$ cat config.mk
export PLATFORM = sky130hd
export DESIGN_NAME = hazard_scoreboard
export DESIGN_NICKNAME = d
export VERILOG_FILES = /design/src/rtl/hazard_pkg.sv /design/src/rtl/hazard_src_match.sv /design/src/rtl/hazard_scoreboard.sv
export SDC_FILE = /design/constraint.sdc
export NUM_CORES = 1
export LEC_CHECK = 0
export CAP_MARGIN = 20
export CORE_UTILIZATION = 61
export DETAILED_ROUTE_END_ITERATION = 8
export DONT_BUFFER_PORTS = 1
export PLACE_DENSITY = 0.78
export SYNTH_ARGS = -nofsm -noshare
export SYNTH_HDL_FRONTEND = slang
export SYNTH_SLANG_ARGS = --single-unit
export TNS_END_PERCENT = 5
$ cat constraint.sdc
create_clock -name clk -period 2.5 [get_ports clk]
set_input_delay 0.125 -clock clk [delete_from_list [all_inputs] [get_ports clk]]
set_output_delay 0.125 -clock clk [all_outputs]
set_load 0.05 [all_outputs]
$ cat src/rtl/hazard_pkg.sv
// hazard_pkg: scoreboard slot type, bubble constant and register-address width
package hazard_pkg;
    localparam int SB_AW = 4;
    typedef struct packed {
        logic             valid;
        logic             wb_en;
        logic             mem_r_en;
        logic [SB_AW-1:0] dest;
    } slot_t;
    localparam slot_t BUBBLE = '0;
endpackage

$ cat src/rtl/hazard_src_match.sv
// hazard_src_match: one source operand against every qualifying scoreboard slot
module hazard_src_match
    import hazard_pkg::*;
#(
    parameter int DEPTH = 3
) (
    input  logic [SB_AW-1:0]  src,
    input  logic              used,
    input  slot_t [DEPTH-1:0] slots,
    input  logic [DEPTH-1:0]  mask,
    output logic              match
);
    always_comb begin
        match = 1'b0;
        for (int i = 0; i < DEPTH; i++)
            match = match | (used && mask[i] && slots[i].valid && slots[i].wb_en && slots[i].dest == src);
    end
endmodule

$ cat src/rtl/hazard_scoreboard.sv
// hazard_scoreboard: ID-stage data-hazard detector over in-flight destinations
// HAZARD_FORWARDING_EN: only loads younger than LOAD_LAT stall; otherwise any non-WB writer stalls
module hazard_scoreboard
    import hazard_pkg::*;
#(
    parameter int REG_AW   = SB_AW,
    parameter int NUM_SRC  = 3,
    parameter int DEPTH    = 3,
    parameter int LOAD_LAT = 2,
    parameter int CNT_W    = 16
) (
    input  logic                      clk,
    input  logic                      rst,
    input  logic                      id_valid,
    input  logic [NUM_SRC*REG_AW-1:0] id_src,
    input  logic [NUM_SRC-1:0]        id_src_used,
    input  logic                      id_wb_en,
    input  logic                      id_mem_r_en,
    input  logic [REG_AW-1:0]         id_dest,
    input  logic                      flush,
    input  logic                      freeze,
    output logic                      hazard,
    output logic [CNT_W-1:0]          stall_cnt
);
    slot_t [DEPTH-1:0] slots;
    logic [DEPTH-1:0]  mask;
    logic [NUM_SRC-1:0] match;
    slot_t             ins;

    if (LOAD_LAT < 1 || LOAD_LAT > DEPTH || DEPTH < 2 || REG_AW != SB_AW) begin : g_bad_cfg
        $error("hazard_scoreboard: unsupported parameter combination");
    end

    for (genvar i = 0; i < DEPTH; i++) begin : g_mask
`ifdef HAZARD_FORWARDING_EN
        assign mask[i] = (i < LOAD_LAT - 1) && slots[i].mem_r_en;
`else
        assign mask[i] = i < DEPTH - 1;
`endif
    end

    for (genvar k = 0; k < NUM_SRC; k++) begin : g_src
        hazard_src_match #(.DEPTH(DEPTH)) u_match (
            .src   (id_src[k*REG_AW +: REG_AW]),
            .used  (id_src_used[k]),
            .slots (slots),
            .mask  (mask),
            .match (match[k])
        );
    end

    assign hazard = id_valid && |match;
    // flush outranks a stall: a squashed instruction never enters EXE
    assign ins = (id_valid && !hazard && !flush) ? slot_t'{1'b1, id_wb_en, id_mem_r_en, id_dest} : BUBBLE;

    always_ff @(posedge clk) begin
        if (rst) begin
            slots     <= {DEPTH{BUBBLE}};
            stall_cnt <= '0;
        end else if (!freeze) begin
            slots <= {slots[DEPTH-2:0], ins};
            if (hazard && !(&stall_cnt))
                stall_cnt <= stall_cnt + CNT_W'(1);
        end
    end
endmodule

# Word level (Yosys, flattened, before mapping)

Index checks and enable logic that the tools add are counted.

Logic and storage cells: 47
Flip-flop bits (word level): 28
Input bits: 26
Output and inout port bits: 17

Muxes and demuxes: 1
Bitwise gates (word level): 4
Reduce and logical (&&, ||, !) cells: 28
Eq/ne operators: 6
Add/sub/neg operators: 1

Operators with widths:

| operator                | count |
|---|---|
| $eq A4 B4 Y1            | 6 |
| $logic_and A1 B1 Y1     | 22 |
| $add A16 B1 Y16 const B | 1 |
| $reduce_and A16 Y1      | 1 |
| $mux W7                 | 1 |
| $logic_not A1 Y1        | 3 |
| $or A1 B1 Y1            | 3 |
| $reduce_or A3 Y1        | 1 |
| $reduce_and A2 Y1       | 1 |
| $not A1 Y1              | 1 |

# Logic depth before layout (Yosys ltp)

Depth after elaboration: 10
Mapped depth: 9
Depth with buffers taken out: 7

# Cells and area by module

Synthesis repeated with hierarchy kept, for this count alone.

Cells, all modules: 234
Area total of the unflattened synthesis: 2093.3 um^2

By module, submodules not included:

| module            | sequential area each (um^2) | area an instance (um^2) | instances | cells each |
|---|---|---|---|---|
| hazard_scoreboard | 740.7                       | 1616.6                  | 1         | 168 |
| hazard_src_match  | 0.0                         | 158.9                   | 3         | 22 |

# Least setup slack after synthesis

No wires, ideal clock.

Path kind: register -> register
From: reg stall_cnt[8]
To: reg stall_cnt[3]
Cell stages (with the launch flop): 9
Library setup time: 123 ps
Period minus slack after synthesis: 2254 ps
Buffers on the path: 1
Setup slack: 246 ps
Required time: 2377 ps
Arrival time: 2130 ps
Cell sequence: dfxtp_1 and3_1 and2_1 and2_1 and4_1 a221oi_2 buf_4 nand4_1 mux2_1

Cells in the longest elaborated chain, start to end: 4

Ends and longest elaborated chain:

| item                               | line                    | source |
|---|---|---|
| start, declared                    | hazard_scoreboard.sv:23 | `output logic [CNT_W-1:0] stall_cnt` |
| start signal, assigned             | hazard_scoreboard.sv:63 | `stall_cnt <= stall_cnt + CNT_W'(1);` |
| $reduce_and A16 Y1                 | hazard_scoreboard.sv:62 | `if (hazard && !(&stall_cnt))` |
| $logic_not A1 Y1                   | hazard_scoreboard.sv:62 |  |
| $logic_and A1 B1 Y1                | hazard_scoreboard.sv:62 |  |
| $reduce_and A2 Y1 (no source line) | -                       |  |

No other way between the ends.
A chain may end at the register's enable or synchronous reset.

# Worst setup path in the final report

From: reg slots[8] (netlist name)
To: reg stall_cnt[7]

Cells in the longest elaborated chain, start to end: 7
Elaborated cells on any way between the ends: 13
Those cells by class: eq/ne: 3; bitwise: 3; reduce/logical: 7

Ends and longest elaborated chain:

| item                                   | line                    | source |
|---|---|---|
| $eq A4 B4 Y1                           | hazard_src_match.sv:16  | `match = match \| (used && mask[i] && slots[i].valid && slots[i].wb_en && slots[i].dest == src);` |
| $logic_and A1 B1 Y1                    | hazard_src_match.sv:16  |  |
| $or A1 B1 Y1                           | hazard_src_match.sv:16  |  |
| $reduce_or A3 Y1 (*)                   | hazard_scoreboard.sv:52 | `assign hazard = id_valid && \|match;` |
| $logic_and A1 B1 Y1 (*)                | hazard_scoreboard.sv:52 |  |
| $logic_and A1 B1 Y1 (*)                | hazard_scoreboard.sv:62 |  |
| $reduce_and A2 Y1 (no source line) (*) | -                       |  |

Mark *: on every way between the ends. The rest lies on a longest branch, timed or not.

==> impl_results.html <==
<table>
<tr><th>Metric</th><th>Value</th></tr>
<tr><th colspan="2">Synthesis</th></tr>
<tr><td>Post-synth ARST share</td><td>0</td></tr>
<tr><td>Post-synthesis net count</td><td>204</td></tr>
<tr><td>Sequential area share after synthesis</td><td>0.354</td></tr>
<tr><td>Number of warnings reported in the yosys synthesis log</td><td>0</td></tr>
<tr><td>Distinct cell type count of the synthesized netlist</td><td>33</td></tr>
<tr><td>Number of enable flip-flop cells after synthesis</td><td>0</td></tr>
<tr><td>Top flip-flop cell by instance count after synthesis</td><td>dfxtp_1</td></tr>
<tr><td>FF+latch count, synth</td><td>28</td></tr>
<tr><td>Summed instance area of the synthesized netlist</td><td>around 0.0016 mm^2</td></tr>
<tr><td>Avg Synthesized Cell Area</td><td>between 8 and 9 um^2</td></tr>
<tr><td>Cell count after synthesis</td><td>177</td></tr>
<tr><th colspan="2">CTS</th></tr>
<tr><td>Clk Latency, worst-skew pair</td><td>340 ps</td></tr>
<tr><td>TritonCTS buffer count</td><td>3</td></tr>
<tr><td>CTS sink count</td><td>28</td></tr>
<tr><td>Clock slew at the register clock pins of the worst setup and hold paths</td><td>150 ps</td></tr>
<tr><td>Depth of the CTS H-tree</td><td>1</td></tr>
<tr><td>Max Buffers Root-to-Sink</td><td>2</td></tr>
<tr><td>Clock root buffer</td><td>clkbuf_4</td></tr>
<tr><td>Buffer count from post-CTS setup fixing</td><td>0</td></tr>
<tr><td>Clock tree from TritonCTS</td><td>built</td></tr>
<tr><th colspan="2">Setup path</th></tr>
<tr><td>Critical R2R Capture</td><td>stall_cnt[7]</td></tr>
<tr><td>Critical path buffer and inverter count</td><td>1</td></tr>
<tr><td>FF-to-FF path depth</td><td>7</td></tr>
<tr><td>Slowest cell on the critical path</td><td>or4_1</td></tr>
<tr><td>Worst Path Required</td><td>2740 ps</td></tr>
<tr><td>FF-to-FF Start</td><td>slots[8]</td></tr>
<tr><td>Endpoint arrival time on the critical path</td><td>between 2000 and 3000 ps</td></tr>
<tr><td>CP startpoint kind</td><td>register</td></tr>
<tr><td>CP max stage delay</td><td>580 ps</td></tr>
<tr><td>Cell Chain, Critical Path</td><td>xor2_1 &gt; or4_1 &gt; and4b_1 &gt; a221oi_2 &gt; buf_12 &gt; nand4_1 &gt; mux2_1</td></tr>
<tr><td>Slack of the worst reg-to-reg path</td><td>30 ps</td></tr>
<tr><td>Setup crit end kind</td><td>register</td></tr>
<tr><td>Max FO, Critical Path</td><td>20</td></tr>
<tr><td>Worst setup path class</td><td>reg2reg</td></tr>
<tr><td>Family with the most delay on the worst path</td><td>simple AND/OR/NAND/NOR gates</td></tr>
<tr><th colspan="2">Placement</th></tr>
<tr><td>HPWL Detailed</td><td>2540 um</td></tr>
<tr><td>Total instance count after detailed placement</td><td>215</td></tr>
<tr><td>Number of input and output port buffers inserted</td><td>0</td></tr>
<tr><td>Placer congestion estimate</td><td>0.865</td></tr>
<tr><th colspan="2">Cells and area</th></tr>
<tr><td>Number of inserted diodes</td><td>0</td></tr>
<tr><td>Area Overhead vs Synth</td><td>15.7%</td></tr>
<tr><td>Net count, final</td><td>226</td></tr>
<tr><td>Most frequent standard cell in the layout excluding fill and tap cells</td><td>dfxtp_1</td></tr>
<tr><td>Top library cells by usage in the layout, fill and taps aside</td><td>dfxtp_1 (27), nor2_1 (26), xor2_1 (19)</td></tr>
<tr><td>Fill cells</td><td>about 200</td></tr>
<tr><td>Final non-filler cell total</td><td>227</td></tr>
<tr><td>Share of final-layout standard cells stronger than drive strength 1</td><td>0.132</td></tr>
<tr><th colspan="2">STA</th></tr>
<tr><td>Transition time at the pin with the least slew margin</td><td>just under 600 ps</td></tr>
<tr><td>Unrepaired setup endpoints after global routing</td><td>yes</td></tr>
<tr><td>Final max-slew violation count</td><td>0</td></tr>
<tr><td>Min Hold Slack</td><td>-3.12 ps</td></tr>
<tr><td>Layout Skew</td><td>6.43 ps</td></tr>
<tr><td>Max-slew headroom</td><td>0.610</td></tr>
<tr><td>Number of endpoints failing setup at the final stage</td><td>0</td></tr>
<tr><td>Maximum achievable frequency</td><td>0.405 GHz</td></tr>
<tr><td>Final hold violation count</td><td>3</td></tr>
<tr><td>Final clock period utilization by the worst path</td><td>0.987</td></tr>
<tr><td>Minimum clock period</td><td>~2500 ps</td></tr>
<tr><th colspan="2">Power</th></tr>
<tr><td>Overall power of the completed layout</td><td>703 uW</td></tr>
<tr><td>Areal power density over the cells</td><td>approximately 380 mW/mm^2</td></tr>
<tr><td>Leakage component of the power</td><td>roughly 0.8 nW</td></tr>
<tr><td>VDD IR max</td><td>0.344 mV</td></tr>
<tr><th colspan="2">Drt</th></tr>
<tr><td>Number of iterations in the first detailed-routing pass</td><td>4</td></tr>
<tr><td>Via density</td><td>6.09</td></tr>
<tr><td>Vias</td><td>1382</td></tr>
<tr><td>DRC viols</td><td>0</td></tr>
<tr><td>Antenna Violating Nets Remaining</td><td>0</td></tr>
<tr><td>Number of design-rule violations left by the first detailed-router iteration</td><td>39</td></tr>
<tr><td>Post-detailed-route wirelength per cell</td><td>16.3 um</td></tr>
<tr><td>WL final</td><td>3700 um</td></tr>
<tr><th colspan="2">Floorplan</th></tr>
<tr><td>Floorplan Core Area</td><td>0.00248 mm^2</td></tr>
<tr><td>DIE AREA</td><td>0.00281 mm^2</td></tr>
<tr><td>Boundary pin count</td><td>43</td></tr>
<tr><td>Die Ht</td><td>53.0 um</td></tr>
<tr><td>Row count</td><td>18</td></tr>
<tr><td>Effective utilization at floorplan</td><td>0.640</td></tr>
<tr><td>Die X-Extent</td><td>53.0 um</td></tr>
<tr><th colspan="2">Global route</th></tr>
<tr><td>All-Layer GR Usage</td><td>0.280</td></tr>
<tr><td>Grt total ovfl</td><td>0</td></tr>
<tr><td>Number of global-route vias before repair</td><td>1280</td></tr>
<tr><td>Antenna violations before repair</td><td>0</td></tr>
<tr><td>Pin count of the biggest net entering global routing</td><td>25</td></tr>
<tr><td>First-pass GRT wire length</td><td>5700 um</td></tr>
<tr><th colspan="2">Status</th></tr>
<tr><td>Violated checks</td><td>hold timing</td></tr>
<tr><td>Status</td><td>finished with violations</td></tr>
<tr><th colspan="2">Min path</th></tr>
<tr><td>Path type of the worst min-delay path</td><td>in2reg</td></tr>
<tr><td>Worst-case hold path end point</td><td>stall_cnt[10]</td></tr>
<tr><td>HP Start</td><td>rst</td></tr>
<tr><td>Number of stages on the worst hold path</td><td>2</td></tr>
<tr><th colspan="2">Flow run</th></tr>
<tr><td>Number of maximum-capacitance constraint violations</td><td>0</td></tr>
</table>
-- repair_timing --
item	4_1_cts	5_1_grt
hold endpoints to repair	19	1
gates resized for setup	0	1
hold buffers	8	1
endpoints found under the setup margin	0	10
-- report_power, final --
part           switching, mW  internal [mW]
Clock                  0.134         0.0568
Sequential           0.00578          0.450
Combinational         0.0248         0.0311
-- worst register-to-register path: stages, from the launching register on --
cell and delay (ps):
dfxtp_1 400, xor2_1 170, or4_1 580, and4b_1 240, a221oi_2 330, buf_12 200
nand4_1 130, mux2_1 330
-- registers in the layout (all words and copies together) (netlist names) --
signal,count
stall_cnt,16
slots,12
-- worst max-delay path by stage --
| stage | end | slack [ps] | start | cells after the start |
|---|---|---|---|---|
| final | stall_cnt[7] | 30 | slots[8] | 7 |
| after global routing | stall_cnt[4] | -80 | slots[7] | 7 |
| after CTS | stall_cnt[3] | 4 | slots[9] | 8 |
| after detailed placement | stall_cnt[3] | 60 | slots[9] | 8 |
| after global placement | stall_cnt[4] | 100 | slots[9] | 8 |
| after floorplan | stall_cnt[3] | 250 | stall_cnt[8] | 8 |
-- cells in the mapped netlist (2+ instances only) --
cell	instances	share of area
dfxtp_1	28	0.35
nor2_1	26	0.062
xor2_1	19	0.10
nor2b_1	12	0.047
mux2_1	10	0.071
nand4_1	10	0.039
mux2i_1	7	0.044
clkbuf_1	6	0.014
nand2_1	6	0.014
xnor2_1	6	0.033
a22o_1	5	0.028
nand3_1	5	0.016
a21oi_1	4	0.013
and3_1	4	0.016
nand2b_1	3	0.012
nor4_1	3	0.012
a21bo_2	2	0.013
a31o_2	2	0.011
and2_1	2	0.0079
nand3b_1	2	0.0095
nor3_1	2	0.0063
or4_1	2	0.0095
-- logic make-up after synthesis --
kind of cell    Yosys count  synth area share
buf+inv                   8            0.0221
mux                      17             0.115
fa+ha+maj                 1           0.00789
xor+xnor                 25             0.138
compound gates           17            0.0892
simple gates             81             0.274
flops                    28             0.354
-- stage by stage --
| step | utilization | setup TNS (ps) | worst slack, ps | instance area [um^2] |
|---|---|---|---|---|
| after floorplan | - | 0 | 246 | 1590 |
| after global placement | 0.694 | 0 | 97.1 | 1720 |
| after detailed placement | 0.694 | 0 | 55.0 | 1720 |
| after CTS | 0.736 | 0 | 4.04 | 1820 |
| after global routing | 0.740 | -393 | -77.8 | 1830 |
| final | 0.740 | 0 | 32.5 | 1830 |
-- layout make-up --
| cell class | instances | area (um^2) | area share |
|---|---|---|---|
| multi-input combinational | 141 | 990 | 0.540 |
| sequential | 28 | 562 | 0.306 |
| timing repair buffer | 25 | 223 | 0.121 |
| tap | 30 | 37.5 | 0.0205 |
| clock buffer | 3 | 22.5 | 0.0123 |
-- metal layers --
metal  vias to the layer above  global-route usage  wire length [um]
li1                        665                   -                 -
met1                       651               0.350              1570
met2                        53               0.451              1800
met3                        13              0.0603               249
met4                         0               0.136                85
met5                         -                   0                 0
Note: power is estimated with default switching activity, not from simulation.
